File: src/rtl/power_request_fsm.sv
// Initiator side of the power sequencer handshake: turns host commands and
// crash inputs into power_up/power_down requests with timeouts and power-cycle.
module power_request_fsm #(
  parameter logic [31:0] TIMEOUT        = 32'd200000,
  parameter logic [31:0] CYCLE_OFF_TIME = 32'd1000000,
  parameter logic        AUTO_POWER_UP  = 1'b0
) (
  input  logic       clk,
  input  logic       reset_n,
  input  logic       cmd_power_up,
  input  logic       cmd_power_down,
  input  logic       cmd_power_cycle,
  input  logic       crash,
  input  logic       fault_clear,
  input  logic       power_up_done,
  input  logic       power_down_done,
  output logic       power_up,
  output logic       power_down,
  output logic [2:0] state_o,
  output logic       fault_latched,
  output logic       timeout_err
);

  typedef enum logic [2:0] {
    S_OFF        = 3'd0,
    S_REQ_UP     = 3'd1,
    S_ON         = 3'd2,
    S_REQ_DOWN   = 3'd3,
    S_CYCLE_WAIT = 3'd4
  } state_e;

  state_e      state_q, state_d;
  logic [31:0] timer_q, timer_d;
  logic        cycle_pending_q, cycle_pending_d;
  logic        boot_pending_q, boot_pending_d;
  logic        fault_latched_q, fault_latched_d;
  logic        timeout_err_q, timeout_err_d;
  logic        timeout_hit;
  logic        stop_req;

  assign stop_req = crash | cmd_power_down;

  always_ff @(posedge clk or negedge reset_n) begin
    if (!reset_n) begin
      state_q         <= S_OFF;
      timer_q         <= 32'd0;
      cycle_pending_q <= 1'b0;
      boot_pending_q  <= AUTO_POWER_UP;
      fault_latched_q <= 1'b0;
      timeout_err_q   <= 1'b0;
    end else begin
      state_q         <= state_d;
      timer_q         <= timer_d;
      cycle_pending_q <= cycle_pending_d;
      boot_pending_q  <= boot_pending_d;
      fault_latched_q <= fault_latched_d;
      timeout_err_q   <= timeout_err_d;
    end
  end

  always_comb begin
    state_d         = state_q;
    timer_d         = timer_q;
    cycle_pending_d = cycle_pending_q;
    boot_pending_d  = boot_pending_q;
    timeout_hit     = 1'b0;

    case (state_q)
      S_OFF: begin
        // A cycle command from OFF is just a power-on.
        if (!stop_req && !fault_latched_q &&
            (cmd_power_cycle || cmd_power_up || boot_pending_q)) begin
          state_d        = S_REQ_UP;
          timer_d        = TIMEOUT;
          boot_pending_d = 1'b0;
        end
      end

      S_REQ_UP: begin
        if (stop_req) begin
          state_d = S_REQ_DOWN;
          timer_d = TIMEOUT;
        end else if (power_up_done) begin
          state_d = S_ON;
        end else if (timer_q == 32'd0) begin
          timeout_hit = 1'b1;
          state_d     = S_REQ_DOWN;
          timer_d     = TIMEOUT;
        end else begin
          timer_d = timer_q - 32'd1;
        end
      end

      S_ON: begin
        if (stop_req) begin
          state_d = S_REQ_DOWN;
          timer_d = TIMEOUT;
        end else if (cmd_power_cycle) begin
          state_d         = S_REQ_DOWN;
          timer_d         = TIMEOUT;
          cycle_pending_d = 1'b1;
        end
      end

      S_REQ_DOWN: begin
        if (power_down_done) begin
          if (cycle_pending_q && !fault_latched_q) begin
            state_d = S_CYCLE_WAIT;
            timer_d = CYCLE_OFF_TIME;
          end else begin
            state_d         = S_OFF;
            cycle_pending_d = 1'b0;
          end
        end else if (timer_q == 32'd0) begin
          // Keep requesting power-down indefinitely; the error stays asserted.
          timeout_hit = 1'b1;
        end else begin
          timer_d = timer_q - 32'd1;
        end
      end

      S_CYCLE_WAIT: begin
        if (stop_req) begin
          state_d         = S_OFF;
          cycle_pending_d = 1'b0;
        end else if (timer_q == 32'd0) begin
          state_d         = S_REQ_UP;
          timer_d         = TIMEOUT;
          cycle_pending_d = 1'b0;
        end else begin
          timer_d = timer_q - 32'd1;
        end
      end

      default: begin
        state_d = S_REQ_DOWN;
        timer_d = TIMEOUT;
      end
    endcase

    if (crash) begin
      boot_pending_d = 1'b0;
    end

    if (crash) begin
      fault_latched_d = 1'b1;
    end else if (fault_clear) begin
      fault_latched_d = 1'b0;
    end else begin
      fault_latched_d = fault_latched_q;
    end

    if (timeout_hit) begin
      timeout_err_d = 1'b1;
    end else if (fault_clear) begin
      timeout_err_d = 1'b0;
    end else begin
      timeout_err_d = timeout_err_q;
    end
  end

  assign power_up      = (state_q == S_REQ_UP);
  assign power_down    = (state_q == S_REQ_DOWN);
  assign state_o       = state_q;
  assign fault_latched = fault_latched_q;
  assign timeout_err   = timeout_err_q;

endmodule

File: config.mk
export PLATFORM = sky130hd
export DESIGN_NAME = power_request_fsm
export DESIGN_NICKNAME = d
export VERILOG_FILES = /design/src/rtl/power_request_fsm.sv
export SDC_FILE = /design/constraint.sdc
export NUM_CORES = 1
export LEC_CHECK = 0
export ABC_AREA = 1
export CORE_MARGIN = 2
export CORE_UTILIZATION = 45
export CTS_BUF_LIST = sky130_fd_sc_hd__clkbuf_8
export DETAILED_ROUTE_END_ITERATION = 10
export HOLD_SLACK_MARGIN = 0.05
export PLACE_DENSITY = 0.77
export SETUP_SLACK_MARGIN = 0.02
export SKIP_LAST_GASP = 1
export SLEW_MARGIN = 20
export SYNTH_ARGS = -nofsm -noshare
export SYNTH_HDL_FRONTEND = slang
export SYNTH_SLANG_ARGS = --single-unit
File: constraint.sdc
create_clock -name clk -period 1.6 [get_ports clk]
set_input_delay 0.32 -clock clk [delete_from_list [all_inputs] [get_ports clk]]
set_output_delay 0.32 -clock clk [all_outputs]
set_load 0.02 [all_outputs]
Word-level counts from Yosys, hierarchy flattened
Cells that the tools add are included.

Register bits after elaboration: 39. Latch bits: 0. Bits in writable memories: 0. Memory bits (read-only): 0. Input port bits: 9. Output and inout port bits: 7. Memories: 0.

Add/sub/neg operators: 1. Multiply operators: 0. Divide/modulo/power cells: 0. Order comparisons: 0. Equality and inequality tests: 16. Shifts and indexed selects: 0. Muxes and demuxes: 40. Bitwise gates (word level): 1. Reduce and logical (&&, ||, !) cells: 18.

Operators with widths (number): 32-bit two-way mux (10); 32-bit case mux with 5 select lines (1); 32-bit logical NOT (1); 32-bit by 1-bit subtractor with 32-bit output (second input constant) (1); 3-bit two-way mux (10); 1-bit two-way mux (16); 3-bit case mux with 5 select lines (1); 2-bit != test (second input constant) (6); 6-bit AND reduction (2); 3-bit != test (second input constant) (3); 2-bit nonzero test (4); 3-bit by 2-bit equality test with 1-bit output (second input constant) (2); 3-bit by 2-bit != test with 1-bit output (second input constant) (2); 5-bit AND reduction (1); 4-bit by 2-bit != test with 1-bit output (second input constant) (1); 3-bit by 1-bit equality test with 1-bit output (second input constant) (1); 3-bit equality test (second input constant) (1); 1-bit logical AND (3); 3-bit logical NOT (1); 1-bit case mux with 3 select lines (1); 3-bit nonzero test (1); 1-bit logical NOT (2); 1-bit logical OR (2); 1-bit case mux with 2 select lines (1); 2 further kinds (2).

Logic depth before layout (Yosys ltp)
Gate-level depths: netlist of the first run.

Depth after elaboration: 7. Gate-level depth with buffers: 14.

Worst setup path before layout of the first run
Ideal clock, no wire load.

Path type: register to register. Start point: reg state_q[2], in the netlist state_o[2]. End point: reg timer_q[4]. Library setup time: 0.069 ns. Arrival: 1.801 ns. Path slack: -0.270 ns. Cell stages (with the launch flop): 11. Path buffers: 1. Path through: dfrtp_1 > inv_2 > nand2_1 > nor2_1 > inv_1 > nor2_1 > o22ai_1 > nand3_4 > buf_6 > nand2_1 > nor2_2.

Word-level cells in the longest chain between the ends: 3. Elaborated cells on any way between the ends: 13. Classes of those cells: 10 x eq/ne; 1 x mux; 2 x reduce/logical.

RTL lines: start, declared (RTL line 32) `state_e state_q, state_d;`; start signal, assigned (RTL line 52) `state_q <= state_d;`; 3-bit by 1-bit equality test with 1-bit output *; named net power_up (RTL line 17) `output logic power_up,`; 3-bit by 2-bit != test with 1-bit output (no line); 6-bit AND reduction (no line); end signal, assigned (RTL line 53) `timer_q <= timer_d;`; end, declared (RTL line 33) `logic [31:0] timer_q, timer_d;`.

Mark *: on every way through the listed nets, which the timed path passes. The rest lies on a longest branch. A chain may end at the register's enable or synchronous reset.

Worst setup path in the final report of the first run
Start point: reg state_q[0], in the netlist state_o[0]. End point: reg timer_q[24].

Word-level cells in the longest chain between the ends: 3. Elaborated cells on any way between the ends: 13. Classes of those cells: 10 x eq/ne; 1 x mux; 2 x reduce/logical.

RTL lines: 3-bit by 2-bit equality test with 1-bit output (tied with other cells) (RTL line 68) `case (state_q)`; 3-bit by 2-bit != test with 1-bit output (no line) (tied with other cells); 6-bit AND reduction (no line).

Several ways; a longest one is shown, not always the timed one.

==> results of run 1 <==
-- worst register-to-register path, stage by stage (launching register included) --
cell and delay, ns:
dfrtp_2 0.44, inv_2 0.08, nand2_4 0.09, nor2_4 0.04, nand2_2 0.07, nand3_2 0.11, nor2_4 0.22, buf_4 0.15
nand4_1 0.16, xor2_1 0.29, nor2_1 0.07
-- per-stage QoR --
stage	cell area (µm²)	utilization (%)	TNS [ns]
global placement	3490	62.9	-14.43
floorplan	2670	-	-0.377
detailed placement	3490	62.9	-16.30
finish	4080	73.7	-6.83
CTS	3740	67.6	-5.15
global route	4080	73.7	-8.74
-- cell usage after synthesis, drive strengths merged --
library cell | n | area (µm²)
xor2 | 8 | 70.1
ha | 2 | 25.0
xnor2 | 2 | 17.5
o211ai | 1 | 7.51
nor3b | 1 | 12.5
nor3 | 8 | 40.0
buf | 3 | 27.5
a311oi | 1 | 8.76
inv | 62 | 235
nand3 | 22 | 128
a21oi | 11 | 55.1
nor4 | 2 | 12.5
nand2 | 88 | 367
dfrtp | 38 | 951
o22ai | 7 | 43.8
nand4 | 6 | 37.5
o21ai | 21 | 109
nor2 | 105 | 465
-- routing by layer --
metal,part of all wire (%),global-route usage (%),up-vias,routed length [µm]
met3,6.6,4.49,44,612
met2,50,46.2,167,4650
met1,39,32.7,1466,3590
li1,-,-,1437,-
met5,0,0,-,0
met4,4.4,9.32,0,408
-- path summary, 6_finish.rpt --
check | from | end | slack [ns] | cells after the start
max | state_o[0] | timer_q[24] | -0.25 | 10
min in group asynchronous | reset_n | state_o[0] | 0.50 | 3
max in group asynchronous | reset_n | timer_q[28] | 0.90 | 3
max reg2reg | state_o[0] | timer_q[24] | -0.25 | 10
min reg2reg | cycle_pending_q | cycle_pending_q | 0.51 | 2
min | crash | fault_latched | 0.43 | 3
-- registers in the layout, summed over array words and instances (netlist names) --
signal,cells
timer_q,32
fault_latched,1
timeout_err,1
state_o,3
cycle_pending_q,1
-- cell type report --
type	instances	area (µm²)
Clock buffer	5	68.8
Clock inverter	3	21.3
Fill cell	388	1460
Inverter	62	243
Multi-Input combinational cell	286	1840
Sequential cell	38	955
Tap cell	72	90.1
Timing Repair Buffer	108	866
-- cell families (layout without fill, tap and decap cells) --
kind of cell	count (synthesis)	after routing	synth area share, %
AO/OA/AOI/OAI	41	41	8.57
XOR/XNOR	10	10	3.35
adder cells (fa/ha/maj)	2	2	0.958
buffers and inverters	65	178	10.1
flip-flops	38	38	36.4
AND/OR/NAND/NOR	232	233	40.7
-- report_power, final --
group	leakage [nW]	internal (mW)	switching (mW)
Clock	0.0441	0.307	0.407
Combinational	1.52	1.94	2.83
Sequential	0.487	1.17	0.183
Total	2.05	3.41	3.42
-- what timing repair did --
item                                    in CTS  in global routing
gates cloned                                 1                  0
pin swaps                                   20                 40
endpoints found under the hold margin       38                  0
endpoints found under the setup margin      43                 39
setup buffers                                4                  9
hold buffers                                 1                  0
gates resized for setup                     66                 77
-- placed cells by master, fill, tap and decap left out, types with 7 or more instances in the layout --
cell type,Yosys,routed
buf_4,0,87
nand2_1,81,58
nor2_1,88,55
inv_1,58,52
dfrtp_1,38,35
nor2_2,13,31
nand2_2,5,20
nor2_4,3,18
nand3_1,20,12
nand2_4,1,9
nand3_2,1,9
o21ai_1,0,9
inv_2,3,8
dlygate4sd2_1,0,8
o21ai_0,20,7
==> results.json, run 1 <==
{
  "cts.sinks": 38,
  "synth_warnings": 0,
  "crit_type": "reg2reg",
  "crit_path_start_kind": "flop",
  "cts_root_buf": "clkbuf_8",
  "detailedPlace.worstSlack_ns": -0.556,
  "synth_fp_nets": 399,
  "grt_overflow": 0,
  "crit_fanout": 4,
  "status": "finished with violations",
  "ctsLongestPathBuffers": 2,
  "worst_pin_slew_ns": 0.359,
  "grt_pass1_vias": 2967,
  "skew_ns": 0.0123,
  "dp_hpwl_mm": 5.54,
  "port_buffers": 15,
  "ys_seq_area_share_pct": 36.4,
  "dr.pass1.iters": 5,
  "grtUsageTotal_pct": 26.4,
  "wire_per_inst_um": 16.1,
  "syn_area_um2": 2610,
  "synthCells": 388,
  "ios": 16,
  "timing.hold.ws_ns": 0.427,
  "grt_setup_unrepaired": "true",
  "total_power_mw": 6.83,
  "cts_inserted_buffers": 5,
  "grt_pass1_wl_mm": 13.2,
  "drtAntennaViolNets": 0,
  "finalNonFillerCells": 574,
  "die-area_um2": 6430,
  "num_vias": 3114,
  "grt_max_degree": 39,
  "drive_gt1_share_pct": 45.8,
  "die_h_um": 80.2,
  "crit_arrival_ns": 2.03,
  "synth_cell_types": 30,
  "row_count": 27,
  "dp_cells": 552,
  "grt_antenna_before_repair": 0,
  "cp-end-kind": "flop",
  "drt_iter0_markers": 212,
  "via_per_inst": 5.43,
  "tritoncts": "built",
  "critPathBufInv": 2,
  "slowest_stage": "dfrtp_2",
  "max_stage_delay_ns": 0.44,
  "cp.required_ns": 1.79,
  "gp_congestion": 0.928,
  "cp_top_family": "simple AND/OR/NAND/NOR gates",
  "routed_wl_mm": 9.26,
  "maxCapViolCount": 0,
  "worstHoldPathType": "in2reg",
  "path_common_cell": "nor2_4",
  "finalCritPeriodShare_pct": 116,
  "clk_latency_ns": 0.31,
  "clk_pin_slew_ns": 0.09,
  "setup_ws_ns": -0.248,
  "slew_violations": 0,
  "core_um2": 5540,
  "drc": 0,
  "pwr_density_cell_nw_per_um2": 1670,
  "path_cells": "inv_2, nand2_4, nor2_4, nand2_2, nand3_2, nor2_4, buf_4, nand4_1, xor2_1, nor2_1",
  "syn_avg_cell_area_um2": 6.73,
  "setup_violations": 36,
  "nets": 512,
  "relSlewSlack_pct": 76.0,
  "antennaDiodeCount": 0,
  "ys_ff_latch": 38,
  "htreeDepth": 2,
  "p_leak_nw": 2.05,
  "initial_core_util_pct": 47.2,
  "peakVddDrop_v": 0.00128,
  "period_needed_ns": 1.85,
  "chipWidth_um": 80.2,
  "hold_violations": 0,
  "max_freq_mhz": 541,
  "syn_to_final_growth_pct": 56.2,
  "violations": "negative setup slack"
}
No activity file was read; power rests on OpenSTA's default activity.
==> run 2, diff against run 1 <==
ABC_CLOCK_PERIOD_IN_PS = 1600   (was not set)
==> results of run 2 <==
Final layout, timing and power as in run 1 (identical DEF).
==> run 3, diff against run 2 <==
CAP_MARGIN = 0   (was not set)
CORE_ASPECT_RATIO = 1.1   (was not set)
==> run 3 against run 2 <==
  * Setup slack worse by 0.025 ns
  * Via count is 2.5% higher
  * The flow still finishes with violations (negative setup slack)
  * Critical path type unchanged
  * Non-clock buffer count is 15 higher
  * Design area is 2.3% higher
==> results.json, run 3 (synthesis results as in run 1) <==
{
  "violations": "negative setup slack",
  "hold_buffers": 0,
  "htreeDepth": 2,
  "cts_inserted_buffers": 5,
  "tritoncts": "built",
  "pwr_density_cell_nw_per_um2": 1700,
  "status": "finished with violations",
  "routed_wl_mm": 9.42,
  "finalCritPeriodShare_pct": 117,
  "crit_path_start_kind": "flop",
  "final_cell_mix": "buf_4 (101), nor2_1 (62), nand2_1 (54)",
  "period_needed_ns": 1.87,
  "via_per_inst": 5.37,
  "peakVddDrop_v": 0.00125,
  "cp-end-kind": "flop",
  "die-area_um2": 6430,
  "wire_per_inst_um": 15.9,
  "drt_iter0_markers": 243,
  "largest-register": "timer_q",
  "crit_arrival_ns": 2.07,
  "setup_ws_ns": -0.274,
  "dr.pass1.iters": 6,
  "row_count": 29,
  "largest_reg_flops": 32,
  "final_common_cell": "buf_4",
  "cts.sinks": 38,
  "ios": 16,
  "grt_max_degree": 39,
  "chipWidth_um": 76.7,
  "worst_pin_slew_ns": 0.509,
  "num_vias": 3192,
  "setup_violations": 36,
  "relSlewSlack_pct": 66.1,
  "cp.required_ns": 1.79,
  "die_h_um": 83.9,
  "initial_core_util_pct": 45.9,
  "cts_root_buf": "clkbuf_8",
  "gp_congestion": 0.925,
  "dp_hpwl_mm": 5.73,
  "hold_violations": 0,
  "p_leak_nw": 2.14,
  "crit_type": "reg2reg",
  "slew_violations": 0,
  "worstHoldPathType": "in2async",
  "clk_pin_slew_ns": 0.08,
  "grt_setup_unrepaired": "true",
  "drc": 0,
  "fillCellCount": 393,
  "grtUsageTotal_pct": 26.6,
  "drtAntennaViolNets": 0,
  "grt_pass1_vias": 3146,
  "design_area_um2": 4180,
  "grt_pass1_wl_mm": 13.6,
  "port_buffers": 15,
  "antennaDiodeCount": 0,
  "drive_gt1_share_pct": 46.4,
  "clk_latency_ns": 0.30,
  "ctsLongestPathBuffers": 2,
  "syn_to_final_growth_pct": 59.8,
  "core_um2": 5700,
  "grt_overflow": 0,
  "crit_fanout": 3,
  "dpl-instance-area_um2": 3530,
  "timing.hold.ws_ns": 0.0681,
  "grt_antenna_before_repair": 0,
  "maxCapViolCount": 0,
  "skew_ns": 0.00559,
  "max_freq_mhz": 534,
  "nets": 527
}
[run 3: cell count changes in the layout (fill, tap and decap cells not counted), sizes merged]
cell           before  now
dlymetal6s2s        0    3
dlygate4sd3         1    0
clkinv              2    1
dlygate4sd2         8    6
clkdlybuf4s50       4    3
clkbuf              5    7
buf                95  110
[run 3: what timing repair did]
action                                  in CTS  in global routing
cloned                                       1                  1
gates resized for setup                     68                 64
pin swaps                                   33                 39
buffers inserted                             6                 14
endpoints found under the setup margin      41                 41
[run 3: layer usage]
layer / up-vias / track usage, % / part of all wire [%] / wire [µm]
li1: 1476 / - / - / -
met1: 1508 / 28.8 / 36 / 3390
met2: 151 / 49.5 / 53 / 4970
met3: 57 / 4.55 / 6.1 / 579
met4: 0 / 13.1 / 5.1 / 480
met5: - / 0 / 0 / 0
[run 3: worst max-delay path, cell delays in order (launching register included)]
cell     delay, ns
dfrtp_1       0.40
buf_4         0.15
nor2_4        0.10
buf_4         0.13
nand2_2       0.07
nor2_4        0.14
nand3_2       0.12
nor2_4        0.14
nand4_1       0.18
buf_4         0.20
o21ai_2       0.11
a21oi_2       0.04
[run 3: final cells by class]
class | instances | area [µm²] | area share (%)
Timing Repair Buffer | 123 | 1000 | 24.0
Tap cell | 77 | 96.3 | 2.31
Sequential cell | 38 | 955 | 22.9
Inverter | 62 | 245 | 5.87
Clock inverter | 2 | 12.5 | 0.300
Multi-Input combinational cell | 286 | 1780 | 42.7
Clock buffer | 6 | 82.6 | 1.98
[run 3: final timing paths]
check,from,end,slack [ns],depth (start not counted)
worst max-delay path,timer_q[2],timer_q[22],-0.27,11
worst min-delay path,reset_n,timeout_err,0.07,2
worst max register to register,timer_q[2],timer_q[22],-0.27,11
worst min register to register,cycle_pending_q,cycle_pending_q,0.50,2
max in group asynchronous,reset_n,state_o[0],1.15,2
min in group clk,crash,fault_latched,0.46,3
[run 3: report_power, final]
part	internal [mW]	total (mW)	switching, mW
sequential	1.17	1.36	0.190
combinational	2.20	5.03	2.83
clock	0.346	0.708	0.362
total	3.72	7.10	3.38
[run 3: stage by stage]
step / utilization [%] / setup slack, ns / power [mW] / TNS (ns) / std cells
after floorplan: - / -0.0507 / 3.56 / -0.377 / 388
after detailed placement: 62.0 / -0.584 / 5.02 / -16.82 / 564
after global placement: 62.0 / -0.533 / 4.87 / -14.13 / 564
after global routing: 73.3 / -0.304 / 7.53 / -9.42 / 594
after CTS: 67.6 / -0.179 / 6.25 / -4.66 / 579
final: 73.3 / -0.274 / 7.10 / -6.82 / 594
